**src/rtl/dsp_mac_pkg.sv**
```systemverilog
// Shared constants and types for the DSP MAC sequencer.
//   - Operand, product and accumulator widths of the DSP slice datapath.
//   - Opmode encodings driven to the slice (X mux in [1:0], Z mux in [3:2]).
//   - Sequencer FSM state enum and the operand-pair payload struct.
package dsp_mac_pkg;

   localparam int unsigned A_W    = 18;
   localparam int unsigned B_W    = 18;
   localparam int unsigned M_W    = 36;
   localparam int unsigned P_W    = 48;
   localparam int unsigned OPM_W  = 8;
   localparam int unsigned FCNT_W = 16;

   // X=M, Z=0: start a new accumulation from the product alone
   localparam logic [OPM_W-1:0] OPM_CLEAR = 8'h01;
   // X=M, Z=P: add the product to the running accumulator
   localparam logic [OPM_W-1:0] OPM_ACC   = 8'h09;
   // X=0, Z=P: accumulator holds its value
   localparam logic [OPM_W-1:0] OPM_HOLD  = 8'h08;

   typedef enum logic [1:0] {
      IDLE  = 2'd0,
      ACCUM = 2'd1,
      DRAIN = 2'd2,
      DONE  = 2'd3
   } state_e;

   typedef struct packed {
      logic [A_W-1:0] a;
      logic [B_W-1:0] b;
   } term_t;

endpackage

```
**src/rtl/dsp_mac_sequencer_opmode_delay.sv**
```systemverilog
// opmode_delay: DEPTH-stage 8-bit shift register that re-times the opmode
// stream so it lines up with the slice's operand pipeline.
//   CLK, RSTN : clock, asynchronous active-low reset (all stages clear to 8'h00)
//   opm_i     : opmode for the current issue slot
//   opm_o     : opmode delayed by DEPTH edges (pass-through when DEPTH == 0)
module opmode_delay
   import dsp_mac_pkg::*;
#(
   parameter int unsigned DEPTH = 1
) (
   input  logic             CLK,
   input  logic             RSTN,
   input  logic [OPM_W-1:0] opm_i,
   output logic [OPM_W-1:0] opm_o
);

   if (DEPTH == 0) begin : g_bypass
      // Clock and reset are not needed without stages.
      logic unused_clk_rst;
      assign unused_clk_rst = CLK ^ RSTN;
      assign opm_o          = opm_i;
   end else begin : g_shift
      localparam int unsigned LINE_W = DEPTH * OPM_W;

      logic [LINE_W-1:0] line_q;
      logic [LINE_W-1:0] line_d;

      // New slot enters at the low byte, oldest byte falls off the top.
      always_comb begin
         line_d = LINE_W'({line_q, opm_i});
      end

      always_ff @(posedge CLK or negedge RSTN) begin
         if (!RSTN) begin
            line_q <= '0;
         end else begin
            line_q <= line_d;
         end
      end

      assign opm_o = line_q[LINE_W-1 -: OPM_W];
   end

endmodule

```
**src/rtl/dsp_mac_sequencer.sv**
```systemverilog
// dsp_mac_sequencer: feeds (A, B) operand pairs into a DSP48A1-style slice,
// drives a pipeline-aligned opmode, and captures the slice P output once per
// frame of N_TAPS terms.
//   CLK, RSTN              : clock, asynchronous active-low reset
//   in_valid/in_ready      : operand-pair handshake (in_ready is state-only)
//   in_a, in_b             : unsigned 18-bit operands
//   dsp_a, dsp_b           : registered operands to the slice
//   dsp_opmode             : per-slot opmode delayed by OP_DELAY edges
//   dsp_p                  : slice accumulator output
//   out_valid/out_ready    : result handshake
//   out_data               : captured accumulated result (held until next capture)
//   frame_cnt              : handshake counter, present only with
//                            MAC_SEQ_FRAME_CNT_EN defined
module dsp_mac_sequencer
   import dsp_mac_pkg::*;
#(
   parameter int unsigned N_TAPS   = 8,
   parameter int unsigned OP_DELAY = 1,
   parameter int unsigned P_LAT    = 3
) (
   input  logic              CLK,
   input  logic              RSTN,
   input  logic              in_valid,
   output logic              in_ready,
   input  logic [A_W-1:0]    in_a,
   input  logic [B_W-1:0]    in_b,
   output logic [A_W-1:0]    dsp_a,
   output logic [B_W-1:0]    dsp_b,
   output logic [OPM_W-1:0]  dsp_opmode,
   input  logic [P_W-1:0]    dsp_p,
   output logic              out_valid,
   input  logic              out_ready,
`ifdef MAC_SEQ_FRAME_CNT_EN
   output logic [FCNT_W-1:0] frame_cnt,
`endif
   output logic [P_W-1:0]    out_data
);

   localparam int unsigned CNT_W   = $clog2(N_TAPS + 1);
   localparam int unsigned DRAIN_W = $clog2(P_LAT + 1);

   state_e              state_q,     state_d;
   logic [CNT_W-1:0]    term_cnt_q,  term_cnt_d;
   logic [DRAIN_W-1:0]  drain_cnt_q, drain_cnt_d;
   term_t               pair_q,      pair_d;
   logic [OPM_W-1:0]    opm_q,       opm_d;
   logic                in_ready_q,  in_ready_d;
   logic                out_valid_q, out_valid_d;
   logic [P_W-1:0]      out_data_q,  out_data_d;
`ifdef MAC_SEQ_FRAME_CNT_EN
   logic [FCNT_W-1:0]   frame_cnt_q, frame_cnt_d;
`endif

   logic accept;

   // Next-state and issue logic; every slot that is not a term issues HOLD.
   always_comb begin
      state_d     = state_q;
      term_cnt_d  = term_cnt_q;
      drain_cnt_d = drain_cnt_q;
      pair_d      = pair_q;
      opm_d       = OPM_HOLD;
      out_valid_d = out_valid_q;
      out_data_d  = out_data_q;
      accept      = in_valid && in_ready_q;
`ifdef MAC_SEQ_FRAME_CNT_EN
      frame_cnt_d = frame_cnt_q + FCNT_W'(out_valid_q && out_ready);
`endif

      unique case (state_q)
         IDLE: begin
            drain_cnt_d = '0;
            if (accept) begin
               pair_d.a   = in_a;
               pair_d.b   = in_b;
               opm_d      = OPM_CLEAR;
               term_cnt_d = CNT_W'(1);
               if (N_TAPS == 1) begin
                  state_d = DRAIN;
               end else begin
                  state_d = ACCUM;
               end
            end
         end
         ACCUM: begin
            drain_cnt_d = '0;
            if (accept) begin
               pair_d.a   = in_a;
               pair_d.b   = in_b;
               opm_d      = OPM_ACC;
               term_cnt_d = term_cnt_q + CNT_W'(1);
               if (term_cnt_d == CNT_W'(N_TAPS)) begin
                  state_d = DRAIN;
               end
            end
         end
         DRAIN: begin
            // P reflects the last term P_LAT edges after its issue; sample one edge later.
            if (drain_cnt_q == DRAIN_W'(P_LAT)) begin
               out_data_d  = dsp_p;
               out_valid_d = 1'b1;
               state_d     = DONE;
            end else begin
               drain_cnt_d = drain_cnt_q + DRAIN_W'(1);
            end
         end
         DONE: begin
            if (out_ready) begin
               out_valid_d = 1'b0;
               term_cnt_d  = '0;
               state_d     = IDLE;
            end
         end
         default: begin
            state_d = IDLE;
         end
      endcase

      // Registered Moore ready: decoded from the next state.
      in_ready_d = (state_d == IDLE) || (state_d == ACCUM);
   end

   // State and output registers.
   always_ff @(posedge CLK or negedge RSTN) begin
      if (!RSTN) begin
         state_q     <= IDLE;
         term_cnt_q  <= '0;
         drain_cnt_q <= '0;
         pair_q      <= '0;
         opm_q       <= '0;
         in_ready_q  <= 1'b1;
         out_valid_q <= 1'b0;
         out_data_q  <= '0;
`ifdef MAC_SEQ_FRAME_CNT_EN
         frame_cnt_q <= '0;
`endif
      end else begin
         state_q     <= state_d;
         term_cnt_q  <= term_cnt_d;
         drain_cnt_q <= drain_cnt_d;
         pair_q      <= pair_d;
         opm_q       <= opm_d;
         in_ready_q  <= in_ready_d;
         out_valid_q <= out_valid_d;
         out_data_q  <= out_data_d;
`ifdef MAC_SEQ_FRAME_CNT_EN
         frame_cnt_q <= frame_cnt_d;
`endif
      end
   end

   // Opmode leaves the issue register aligned with dsp_a/dsp_b, then is re-timed.
   opmode_delay #(
      .DEPTH (OP_DELAY)
   ) u_opmode_delay (
      .CLK   (CLK),
      .RSTN  (RSTN),
      .opm_i (opm_q),
      .opm_o (dsp_opmode)
   );

   assign in_ready  = in_ready_q;
   assign dsp_a     = pair_q.a;
   assign dsp_b     = pair_q.b;
   assign out_valid = out_valid_q;
   assign out_data  = out_data_q;
`ifdef MAC_SEQ_FRAME_CNT_EN
   assign frame_cnt = frame_cnt_q;
`endif

endmodule

```
**config.mk**
```make
export PLATFORM = sky130hd
export DESIGN_NAME = dsp_mac_sequencer
export DESIGN_NICKNAME = d
export VERILOG_FILES = /design/src/rtl/dsp_mac_pkg.sv /design/src/rtl/dsp_mac_sequencer_opmode_delay.sv /design/src/rtl/dsp_mac_sequencer.sv
export SDC_FILE = /design/constraint.sdc
export NUM_CORES = 1
export LEC_CHECK = 0
export CORE_MARGIN = 2
export CORE_UTILIZATION = 60
export CTS_CLUSTER_DIAMETER = 50
export CTS_CLUSTER_SIZE = 25
export DETAILED_ROUTE_END_ITERATION = 6
export DONT_BUFFER_PORTS = 1
export PLACE_DENSITY = 0.76
export SETUP_SLACK_MARGIN = 0.02
export SLEW_MARGIN = 20
export SYNTH_ARGS = -nofsm -noshare
export SYNTH_HDL_FRONTEND = slang
export SYNTH_SLANG_ARGS = --single-unit
```
**constraint.sdc**
```tcl
create_clock -name CLK -period 2.2 [get_ports CLK]
set_input_delay 0.44 -clock CLK [delete_from_list [all_inputs] [get_ports CLK]]
set_output_delay 0.44 -clock CLK [all_outputs]
set_load 0.05 [all_outputs]
```
==> metrics.txt, run 1 <==
fillers ~480; post-synthesis sequential area ratio a little over 60%; final setup violation count 0; vias in the first global route approximately 2000; Netlist cell types 38; Clk Latency, worst-skew pair about 350 ps; first-pass detailed-route iteration total 6; Worst Path Arrival slightly above 2000 ps; worst-case clock buffer depth 2; post-synth top area share about three fifths; detailed placer's ending HPWL just under 5 mm; die width about 86 µm; Achievable Freq approximately 550 MHz; post-synth top area cell dfrtp_1; ant diodes 0; #FFs+latches synth 98; worst path buffer plus inverter count 2; critical path's slowest cell dfrtp_1; Worst setup EP type flop; most common cell in the netlist dfrtp_1; Post-CTS Repair Setup Buffers 0; drt initial violations 75; reg2reg end dsp_b[11]$_DFFE_PN0P_; critical path type reg2reg; Die Ht ~86 µm; IO Port Bufs 0; htree depth 3; synth warn 0; Reg area around 0.0025 mm²; outcome finished with violations; Max-slew headroom roughly two thirds; r2r startpoint state_q[1]$_DFF_PN0_; Worst IR Drop VDD between 1 and 1.5 mV; async set-reset flop share out of synthesis 100%; top cells by area, synth dfrtp_1 (61%), mux2_2 (21%), mux2_4 (3.8%), ha_1 (2.2%), buf_6 (1.4%); overall routing resource usage 18.2%; crit path max fanout 37; CTS resizes 0; Nets about 360; CTS Root Cell clkbuf_8; Placement Rows 29; Post-synth top flop dfrtp_1; DIE AREA 0.00731 mm²; drt wl/cell 19.6 µm; CP Launch Type flop; setup TNS 0 ps; clock skew approximately 8.5 ps; max cap viols 0; DRT Wirelength approximately 6.8 mm; TritonCTS clock tree yes; Tcrit/Tclk final approximately 83%; RSZ-0062 raised after global routing false; P per Cell Area about 1400 mW/mm²; area used by multi-input combinational logic about 0.0014 mm²; P_leak 1.85 nW; Via Count between 2000 and 2500; Reg2Reg Depth 5; worst-margin pin slew between 500 and 600 ps; Mapped Area between 0.003 and 0.004 mm²; fraction of layout cells with a size suffix above 1 around two fifths; grt total ovfl 0; # IOs ~180; delay-heaviest family, CP flip-flops; core area around 0.0064 mm²; max-slew violations 0; first-pass GRT wire length just over 10 mm; Sink Count just under 100; Post-synth top cells dfrtp_1 (97), mux2_2 (74), nand2_1 (11); Avg Inst Size Synth 15.2 µm²; max incr delay on CP 440 ps; endpoints failing hold a little under 100; final critical-path required period approximately 1800 ps; Worst Hold Class in2async; violated checks negative hold slack; Via-to-Cell Ratio approximately 5.8; Post-synth EDFFs 0; clock slew at reported path FFs about 100 ps; crit path cell chain inv_1, ha_1, o21ai_4, buf_12, mux2_2; initial antenna violation count 0; antenna viol nets, final 0; Req. time, crit path 2430 ps; largest net degree at the start of global routing 99; Hold WS -222 ps; Worst R2R Setup Slack 380 ps; DRC 0; number of buffers created by CTS 9; Placer Congestion about 0.78; Layout area overhead 5.05%; Initial Utilization a little over three fifths; Gate Count Post-Synth 262
## kinds of logic (layout without fill, tap and decap cells)
group	after synthesis	after routing	synth area share, %
other cells	1	6	0.0941
mux	85	85	24.9
xor+xnor	1	1	0.220
compound gates	21	21	3.92
flops	98	98	61.6
buf+inv	21	23	3.61
fa+ha+maj	7	7	2.20
simple gates	28	28	3.48
## power breakdown
part           internal (mW)  total (mW)  switching (mW)
Combinational          0.501       0.858           0.357
Sequential              2.23        4.07            1.83
Clock                  0.418        1.02           0.597
Total                   3.15        5.94            2.79
## registers in the layout (all words and copies together) (netlist names)
register              count
out_data                 48
dsp_a                    18
dsp_b                    18
term_cnt_q                4
drain_cnt_q               2
opm_q                     2
state_q                   2
u_opmode_delay.opm_o      2
in_ready                  1
out_valid                 1
## cell type report
class                      count  area share [%]
timing repair buffer           2           0.956
clock buffer                  11            3.14
multi-input combinational    148            33.6
sequential                    98            58.6
tap                           77            2.30
clock inverter                 5           0.956
inverter                       5           0.448
## stage by stage
step	worst slack (ps)	std cells	total power [mW]	utilization (%)	instance area, µm²
2_1_floorplan	499	267	4.79	-	4010
3_3_place_gp	452	330	4.93	62.9	4020
3_5_place_dp	388	330	4.98	62.9	4020
4_1_cts	369	346	5.98	65.6	4190
5_1_grt	252	346	6.20	65.6	4190
6_report	375	346	5.94	65.6	4190
## how the worst max path moves through the flow
stage / start / endpoint / slack (ps) / cells after the start
floorplan: state_q[0]$_DFF_PN0_ / dsp_a[0]$_DFFE_PN0P_ / 500 / 6
global placement: state_q[1]$_DFF_PN0_ / dsp_b[16]$_DFFE_PN0P_ / 450 / 5
detailed placement: state_q[1]$_DFF_PN0_ / dsp_b[11]$_DFFE_PN0P_ / 390 / 5
CTS: state_q[1]$_DFF_PN0_ / dsp_b[11]$_DFFE_PN0P_ / 370 / 5
global route: state_q[1]$_DFF_PN0_ / dsp_b[11]$_DFFE_PN0P_ / 250 / 5
finish: state_q[1]$_DFF_PN0_ / dsp_b[11]$_DFFE_PN0P_ / 380 / 5
## routing by layer
layer	share of wire, %	global-route usage [%]	vias to the layer above
li1	-	-	909
met1	39	22.9	999
met2	51	28.8	93
met3	7.8	6.83	14
met4	2.3	7.22	0
met5	0	0	-
## layout by cell type, fill, tap and decap left out, types with 2 or more instances in the layout
cell / n
o21ai_0: 3
mux2_4: 10
mux2_2: 74
clkbuf_1: 2
clkbuf_8: 9
nand2_1: 11
nor2b_1: 2
nand3_1: 4
a21oi_1: 5
dfrtp_1: 97
a32oi_1: 2
clkinvlp_4: 3
conb_1: 6
ha_1: 7
buf_12: 2
nor2_1: 2
inv_1: 5
nor3_1: 3
(Power assumes the default switching activity.)
==> run 2, diff against run 1 <==
CORE_UTILIZATION = 56   (was 60)
PLACE_DENSITY = 0.74   (was 0.76)
clock period = 1.5 ns   (was 2.2 ns; I/O delays follow)
==> run 2 against run 1 <==
Compared with the run above:
- the flow finishes with violations (negative hold slack, negative setup slack)
- clock-buffer cell count down 1
- critical endpoint is now dsp_b[13]$_DFFE_PN0P_
- clock skew is 1.5 ps lower
- die area up 6.8%
- combinational power increased by 90%
- wire length grew 22%
==> metrics.txt, run 2 (same netlist as run 1, synthesis figures left out) <==
commonest non-fill, non-tap cells in the layout dfrtp_1 (96), mux2_2 (74), buf_4 (16) (was dfrtp_1 (97), mux2_2 (74), nand2_1 (11)); worst-case clock buffer depth 2 (unchanged); Cells after DPL 363 (was 330); fillers 488 (was 478); Clk Latency, worst-skew pair 360 ps (was 350 ps); post-route cell area 0.00463 mm² (was 0.00419 mm²); first-pass detailed-route iteration total 4 (was 6); Worst setup EP type flop (unchanged); TritonCTS clock tree yes (unchanged); Max-slew headroom 65.7% (was 66.0%); Sink Count 98 (unchanged); core area 0.00683 mm² (was 0.00639 mm²); Placement Rows 30 (was 29); number of buffers created by CTS 9 (unchanged); Via Count 2196 (was 2015); Area after DPL 0.00417 mm² (was 0.00402 mm²); dpl ws -148 ps (was 388 ps); critical path type reg2reg (unchanged); P_int 4.84 mW (was 3.15 mW); grt total ovfl 0 (unchanged); clock power share 17.0% (was 17.1%); final critical-path required period 1590 ps (was 1820 ps); Layout area overhead 16.2% (was 5.05%); Req. time, crit path 1740 ps (was 2430 ps); # IOs 182 (unchanged); crit path max fanout 27 (was 37); Nets 384 (was 359); setup TNS -4920 ps (was 0 ps); DRC 0 (unchanged); Worst IR Drop VDD 1.51 mV (was 1.24 mV); outcome finished with violations (unchanged); CTS Root Cell clkbuf_8 (unchanged); final setup violation count 89 (was 0); endpoints failing hold 98 (unchanged); P per Cell Area 1970 mW/mm² (was 1420 mW/mm²); vias in the first global route 2182 (was 1991); die width 88.4 µm (was 85.5 µm); Placer Congestion 0.770 (was 0.784); max cap viols 0 (unchanged); Tcrit/Tclk final 106% (was 82.9%); initial antenna violation count 1 (was 0); RSZ-0062 raised after global routing true (was false); IO Port Bufs 0 (unchanged); violated checks negative hold slack, negative setup slack (was negative hold slack); max-slew violations 0 (unchanged); Initial Utilization 58.4% (was 62.4%); Worst R2R Setup Slack -90 ps (was 380 ps); P_leak 2.06 nW (was 1.85 nW); crit path setup slack, layout -90.9 ps (was 375 ps); Worst Path Arrival 1830 ps (was 2050 ps); most common cell after layout, fill and taps aside dfrtp_1 (unchanged); clock slew at reported path FFs 100 ps (about the same); Comb power frac 17.8% (was 14.4%); Achievable Freq 629 MHz (was 548 MHz); overall routing resource usage 19.0% (was 18.2%); Hold WS -375 ps (was -222 ps); max reg flops 48 (unchanged); drt wl/cell 21.1 µm (was 19.6 µm); Finished Core Util 67.8% (was 65.6%); htree depth 3 (unchanged); Seq pwr share 65.2% (was 68.5%); final total power 9.12 mW (was 5.94 mW); worst-margin pin slew 514 ps (was 509 ps); Die Ht 88.4 µm (was 85.5 µm); Via-to-Cell Ratio 5.62 (was 5.82); Layout Cells excl Fill 391 (was 346); largest net degree at the start of global routing 99 (unchanged); first-pass GRT wire length 11.0 mm (was 10.4 mm); CP Launch Type flop (unchanged); antenna viol nets, final 0 (unchanged); detailed placer's ending HPWL 5.54 mm (was 4.81 mm); fraction of layout cells with a size suffix above 1 49.7% (was 39.0%); drt initial violations 50 (was 75); DIE AREA 0.00781 mm² (was 0.00731 mm²); Switching Fraction 46.9% (about the same); DRT Wirelength 8.24 mm (was 6.77 mm); Worst Hold Class in2async (unchanged); clock skew 7.04 ps (was 8.50 ps); net switching power 4.28 mW (was 2.79 mW)
## run 2: cell type report
cell class,instances,area (µm²),area share [%]
well taps,96,120,2.59
multi-input cells,148,1500,32.5
flip-flops and latches,98,2450,53.0
diodes,1,2.50,0.0540
repair buffers,27,355,7.67
clock inverters,6,50.0,1.08
inverters,5,18.8,0.405
clock buffers,10,128,2.75
## run 2: routing by layer
metal,track usage (%),wire length [µm],up-vias
met5,0,0,-
met4,7.85,103,0
met3,8.12,871,10
met2,32.3,4300,113
met1,21.0,2960,1109
li1,-,-,964
## run 2: critical path, cell delays in order, from the launching register on
cell and delay, ps:
dfrtp_2 460, inv_2 80, ha_4 180, o21ai_4 190, buf_12 210, mux2_2 350
## run 2: worst paths after layout
path                                 startpoint                                end  depth (start not counted)
setup / recovery           state_q[0]$_DFF_PN0_              dsp_b[13]$_DFFE_PN0P_                          5
hold / removal                             RSTN           out_data[32]$_DFFE_PN0P_                          0
setup reg to reg           state_q[0]$_DFF_PN0_              dsp_b[13]$_DFFE_PN0P_                          5
hold reg to reg              opm_q[0]$_DFF_PN0_  u_opmode_delay.opm_o[0]$_DFF_PN0_                          0
max in group asynchronous                  RSTN                 in_ready$_DFF_PN1_                          0
min in group CLK                      dsp_p[36]           out_data[36]$_DFFE_PN0P_                          1
## run 2: power groups by stage
stage	Combinational, mW	Clock [mW]	Sequential [mW]
6_report	1.63	1.55	5.95
5_1_grt	1.76	1.73	6.03
4_1_cts	1.59	1.60	5.94
3_5_place_dp	1.47	0	6.00
3_3_place_gp	1.40	0	5.98
2_1_floorplan	1.19	0	5.87
## run 2: repair_timing
| action | in CTS | in global routing |
|---|---|---|
| gates cloned | 1 | 5 |
| buffers inserted | 5 | 0 |
| endpoints found under the setup margin | 90 | 92 |
| hold endpoints to repair | 98 | 98 |
| resized for setup | 13 | 10 |
| pin swaps | 6 | 4 |
==> run 3, diff against run 2 <==
CORE_MARGIN = not set   (was 2)
MAX_ROUTING_LAYER = met4   (was not set)
==> run 3 against run 2 <==
Compared with the run above:
- core utilization is 2.9 points higher
- largest power group unchanged
- the flow still finishes with violations (negative hold slack, negative setup slack)
- critical path depth unchanged
- non-clock buffer count increased by 7
- via count grew 3.3%
==> metrics.txt, run 3 (same netlist as run 1, synthesis figures left out) <==
core area 0.00683 mm² (unchanged); CTS Root Cell clkbuf_8 (unchanged); first-pass detailed-route iteration total 4 (unchanged); commonest non-fill, non-tap cells in the layout dfrtp_1 (96), mux2_2 (62), mux2_4 (22) (was dfrtp_1 (96), mux2_2 (74), buf_4 (16)); Via-to-Cell Ratio 5.69 (was 5.62); GR Util met3 6.10% (was 8.12%); Achievable Freq 633 MHz (was 629 MHz); area used by multi-input combinational logic 0.00158 mm² (was 0.00150 mm²); outcome finished with violations (unchanged); most common cell after layout, fill and taps aside dfrtp_1 (unchanged); detailed placer's ending HPWL 5.25 mm (was 5.54 mm); Worst Path Arrival 1830 ps (about the same); worst-margin pin slew 511 ps (was 514 ps); die width 86.4 µm (was 88.4 µm); largest net degree at the start of global routing 99 (unchanged); vias in the first global route 2357 (was 2182); clock slew at reported path FFs 100 ps (about the same); Placement Rows 30 (unchanged); Initial Utilization 58.4% (unchanged); Tcrit/Tclk final 105% (was 106%); endpoints failing hold 98 (unchanged); DRT Wirelength 8.48 mm (was 8.24 mm); Worst IR Drop VDD 1.42 mV (was 1.51 mV); met2 GRT Util 38.0% (was 32.3%); Layout Cells excl Fill 399 (was 391); drt initial violations 79 (was 50); DRC 0 (unchanged); grt total ovfl 0 (unchanged); r2r startpoint state_q[1]$_DFF_PN0_ (was state_q[0]$_DFF_PN0_); IO Port Bufs 0 (unchanged); Clk Latency, worst-skew pair 360 ps (about the same); DIE AREA 0.00746 mm² (was 0.00781 mm²); initial antenna violation count 1 (unchanged); max incr delay on CP 420 ps (was 460 ps); first-pass GRT wire length 12.1 mm (was 11.0 mm); crit path setup slack, layout -79.2 ps (was -90.9 ps); Die Ht 86.4 µm (was 88.4 µm); reg2reg end out_data[19]$_DFFE_PN0P_ (was dsp_b[13]$_DFFE_PN0P_); Worst setup EP type flop (unchanged); overall routing resource usage 22.3% (was 19.0%); antenna viol nets, final 0 (unchanged); post-route cell area 0.00483 mm² (was 0.00463 mm²); Worst R2R Setup Slack -80 ps (was -90 ps); P per Cell Area 2010 mW/mm² (was 1970 mW/mm²); setup TNS -3340 ps (was -4920 ps); Req. time, crit path 1750 ps (was 1740 ps); dpl ws -116 ps (was -148 ps); drt wl/cell 21.3 µm (was 21.1 µm); worst-case clock buffer depth 2 (unchanged); Nets 392 (was 384); Reg2Reg Depth 5 (unchanged); fraction of layout cells with a size suffix above 1 52.6% (was 49.7%); crit path cell chain buf_4, ha_2, nand2_4, clkbuf_16, mux2_2 (was inv_2, ha_4, o21ai_4, buf_12, mux2_2); final total power 9.71 mW (was 9.12 mW); final setup violation count 88 (was 89); RSZ-0062 raised after global routing true (unchanged); critical path type reg2reg (unchanged); htree depth 3 (unchanged); Via Count 2269 (was 2196); Placer Congestion 0.817 (was 0.770); violated checks negative hold slack, negative setup slack (unchanged); clock skew 13.3 ps (was 7.04 ps); Hold WS -379 ps (was -375 ps); Layout area overhead 21.2% (was 16.2%); crit path max fanout 5 (was 27); final critical-path required period 1580 ps (was 1590 ps); Cells after DPL 367 (was 363); Area after DPL 0.00421 mm² (was 0.00417 mm²); # IOs 182 (unchanged); max reg flops 48 (unchanged); Reg area 0.00245 mm² (unchanged); routing usage on met1 25.4% (was 21.0%); P_leak 2.19 nW (was 2.06 nW); max cap viols 0 (unchanged); Sink Count 98 (unchanged); max-slew violations 0 (unchanged); delay-heaviest family, CP flip-flops (unchanged); worst path buffer plus inverter count 2 (unchanged); Max-slew headroom 65.9% (was 65.7%); critical path's slowest cell dfrtp_1 (was dfrtp_2); GRT Max-Usage Layer met2 (unchanged); Worst Hold Class in2async (unchanged); fillers 454 (was 488); CP Launch Type flop (unchanged); TritonCTS clock tree yes (unchanged); number of buffers created by CTS 9 (unchanged)
run 3: cell types whose count changed in the layout (fill, tap and decap cells not counted), sizes merged:
cell,change
buf,+7
bufinv,+1
clkbuf,+1
clkinv,-2
nand2,+1
run 3: area by class of cell:
class                   count  area share [%]
diodes                      1          0.0518
multi-input cells         149            32.7
clock buffers              11            3.13
inverters                   5           0.388
well taps                  96            2.49
flip-flops and latches     98            50.8
clock inverters             5            1.24
repair buffers             34            9.16
run 3: how the worst max path moves through the flow:
stage	start	slack [ps]	cells past startpoint	to
after floorplan	state_q[0]$_DFF_PN0_	-180	6	dsp_a[0]$_DFFE_PN0P_
after global placement	state_q[1]$_DFF_PN0_	-80	5	dsp_b[11]$_DFFE_PN0P_
after detailed placement	state_q[1]$_DFF_PN0_	-120	5	dsp_b[6]$_DFFE_PN0P_
after CTS	state_q[1]$_DFF_PN0_	-60	5	out_data[18]$_DFFE_PN0P_
after global routing	state_q[1]$_DFF_PN0_	-160	6	dsp_b[6]$_DFFE_PN0P_
final	state_q[1]$_DFF_PN0_	-80	5	out_data[19]$_DFFE_PN0P_
run 3: through the flow:
| stage | utilization [%] | hold WS (ps) |
|---|---|---|
| after CTS | 68.4 | -390 |
| after global routing | 70.8 | -401 |
| after global placement | 61.6 | 6.83 |
| final | 70.8 | -379 |
| after floorplan | - | 4.41 |
| after detailed placement | 61.6 | 6.53 |
run 3: per-layer routing:
metal | vias to the layer above | share of wire (%)
met5 | - | 0
met4 | 0 | 1.9
met3 | 15 | 8.3
met2 | 116 | 53
met1 | 1153 | 37
li1 | 985 | -
run 3: repair_timing:
item,CTS,global route
setup buffers,7,1
setup endpoints to repair,88,91
endpoints found under the hold margin,98,98
gates resized for setup,32,14
pin swaps,8,5
gates cloned,3,6
run 3: report_power, final:
| part | total (mW) | internal [mW] | switching (mW) | leakage, nW |
|---|---|---|---|---|
| Clock | 1.78 | 0.872 | 0.903 | 0.106 |
| Combinational | 1.99 | 1.19 | 0.797 | 0.935 |
| Sequential | 5.95 | 3.28 | 2.67 | 1.15 |
==> patch: new RTL, flow settings as in run 2 <==
`N_TAPS`: 8 -> 4.
--- a/src/rtl/dsp_mac_sequencer.sv
+++ b/src/rtl/dsp_mac_sequencer.sv
@@ -16,3 +16,3 @@
 #(
-   parameter int unsigned N_TAPS   = 8,
+   parameter int unsigned N_TAPS   = 4,
    parameter int unsigned OP_DELAY = 1,
Behaviour: not the same (a bounded check fails within 10 cycles, from zero or initial values and one cycle with RSTN low).
==> patch against run 2 <==
The flow still finishes with violations (hold timing, setup timing). Sequential cell count down 1. Largest cell class unchanged. Sequential share of layout area down 5.0 points. Highest routed layer unchanged. Area after synthesis up 3.7%. Design area up 9.4%. Wire length up 8.7%. Setup slack worse by 0.037 ns. First-iteration DRC count up 10%.
Power is not compared: it rests on default switching activity, and its combinational part moved more than twofold at a synthesized area within 25%.
==> patch: results (changes against run 2) <==
Status
  – Status: finished, violations left
  – Failing checks: hold timing, setup timing

Place
  – Placed cells: 366 (+0.83%)
  – Placed inst area: 0.00434 mm^2 (+4.1%)
  – Placer Congestion: 0.784 (+1.8%)
  – Hpwl dp: 5.87 mm (+6.0%)
  – DP Worst Slack: -0.193 ns (-0.0449 ns)

Global route
  – Initial antenna violation count: 0 (-1)
  – Vias in the first global route: 2332 (+6.9%)
  – Met1 usage: 0.269 (+0.0583)
  – Largest net degree at the start of global routing: 98 (-1.0%)
  – Met2 Use GR: 0.381 (+0.0580)
  – Tot GR Track Use: 0.224 (+0.0340)

Synthesis
  – Synth cell types: 36 (-5.3%)
  – Sequential element share of the synthesized area: 0.587 (-0.0282)
  – Compound-Gate Fraction of Synth Area: 0.0336 (-0.00565)
  – Top cells by count, synth: dfrtp_1 (96), mux2_4 (49), mux2_2 (36)
  – Fraction of the mapped netlist area in adder cells: 0.0242 (+0.00223)
  – XOR/XNOR Fraction of Synth Area: 0.00424 (+0.00204)
  – Multiplexer share of the synthesized area: 0.278 (+0.0292)

Drt
  – WL met1: 3.40 mm (+15%)
  – DR WL met3: 756 um (-13%)
  – Detailed-route wire length per cell: 22.3 um (+6.0%)
  – Via density: 5.59 (-0.50%)

STA
  – Final WS setup: -0.128 ns (-0.0367 ns)
  – Final hold violations: 97 (-1.0%)
  – WHS: -0.385 ns (-0.00960 ns)
  – Setup violators final: 62 (-30%)

Cells and area
  – Share of layout cells above drive strength 1: 0.550 (+0.0531)
  – N_diodes: 0 (-1)
  – Final core utilization: 0.703 (+0.0244)
  – Layout Nets: 393 (+2.3%)

Critical path
  – Worst Setup EP: dsp_b[14]$_DFFE_PN0P_
  – Reg2reg path depth: 7 (+2)
  – Critical path arrival: 1.87 ns (+0.04 ns)
## patch: cell types whose count changed after synthesis, moves of 2 or more
cell / run 2 / this run
a22o_1: 1 / 3
nand3_1: 4 / 1
buf_8: 0 / 3
o2bb2ai_1: 0 / 2
nand2b_1: 0 / 4
nor3_1: 3 / 1
nand2_1: 11 / 9
mux2_2: 74 / 36
a32oi_1: 2 / 0
mux2_4: 10 / 49
a21oi_1: 5 / 0
## patch: what timing repair did
item,CTS,global route
gates cloned,5,2
hold endpoints to repair,97,97
buffers inserted,8,7
gates resized for setup,33,31
pin swaps,7,7
endpoints found under the setup margin,91,91
## patch: layout make-up
type / instances / area share
clock buffers: 11 / 0.0299
flip-flops and latches: 97 / 0.479
repair buffers: 42 / 0.111
clock inverters: 5 / 0.00889
inverters: 5 / 0.00420
well taps: 99 / 0.0244
multi-input cells: 142 / 0.342
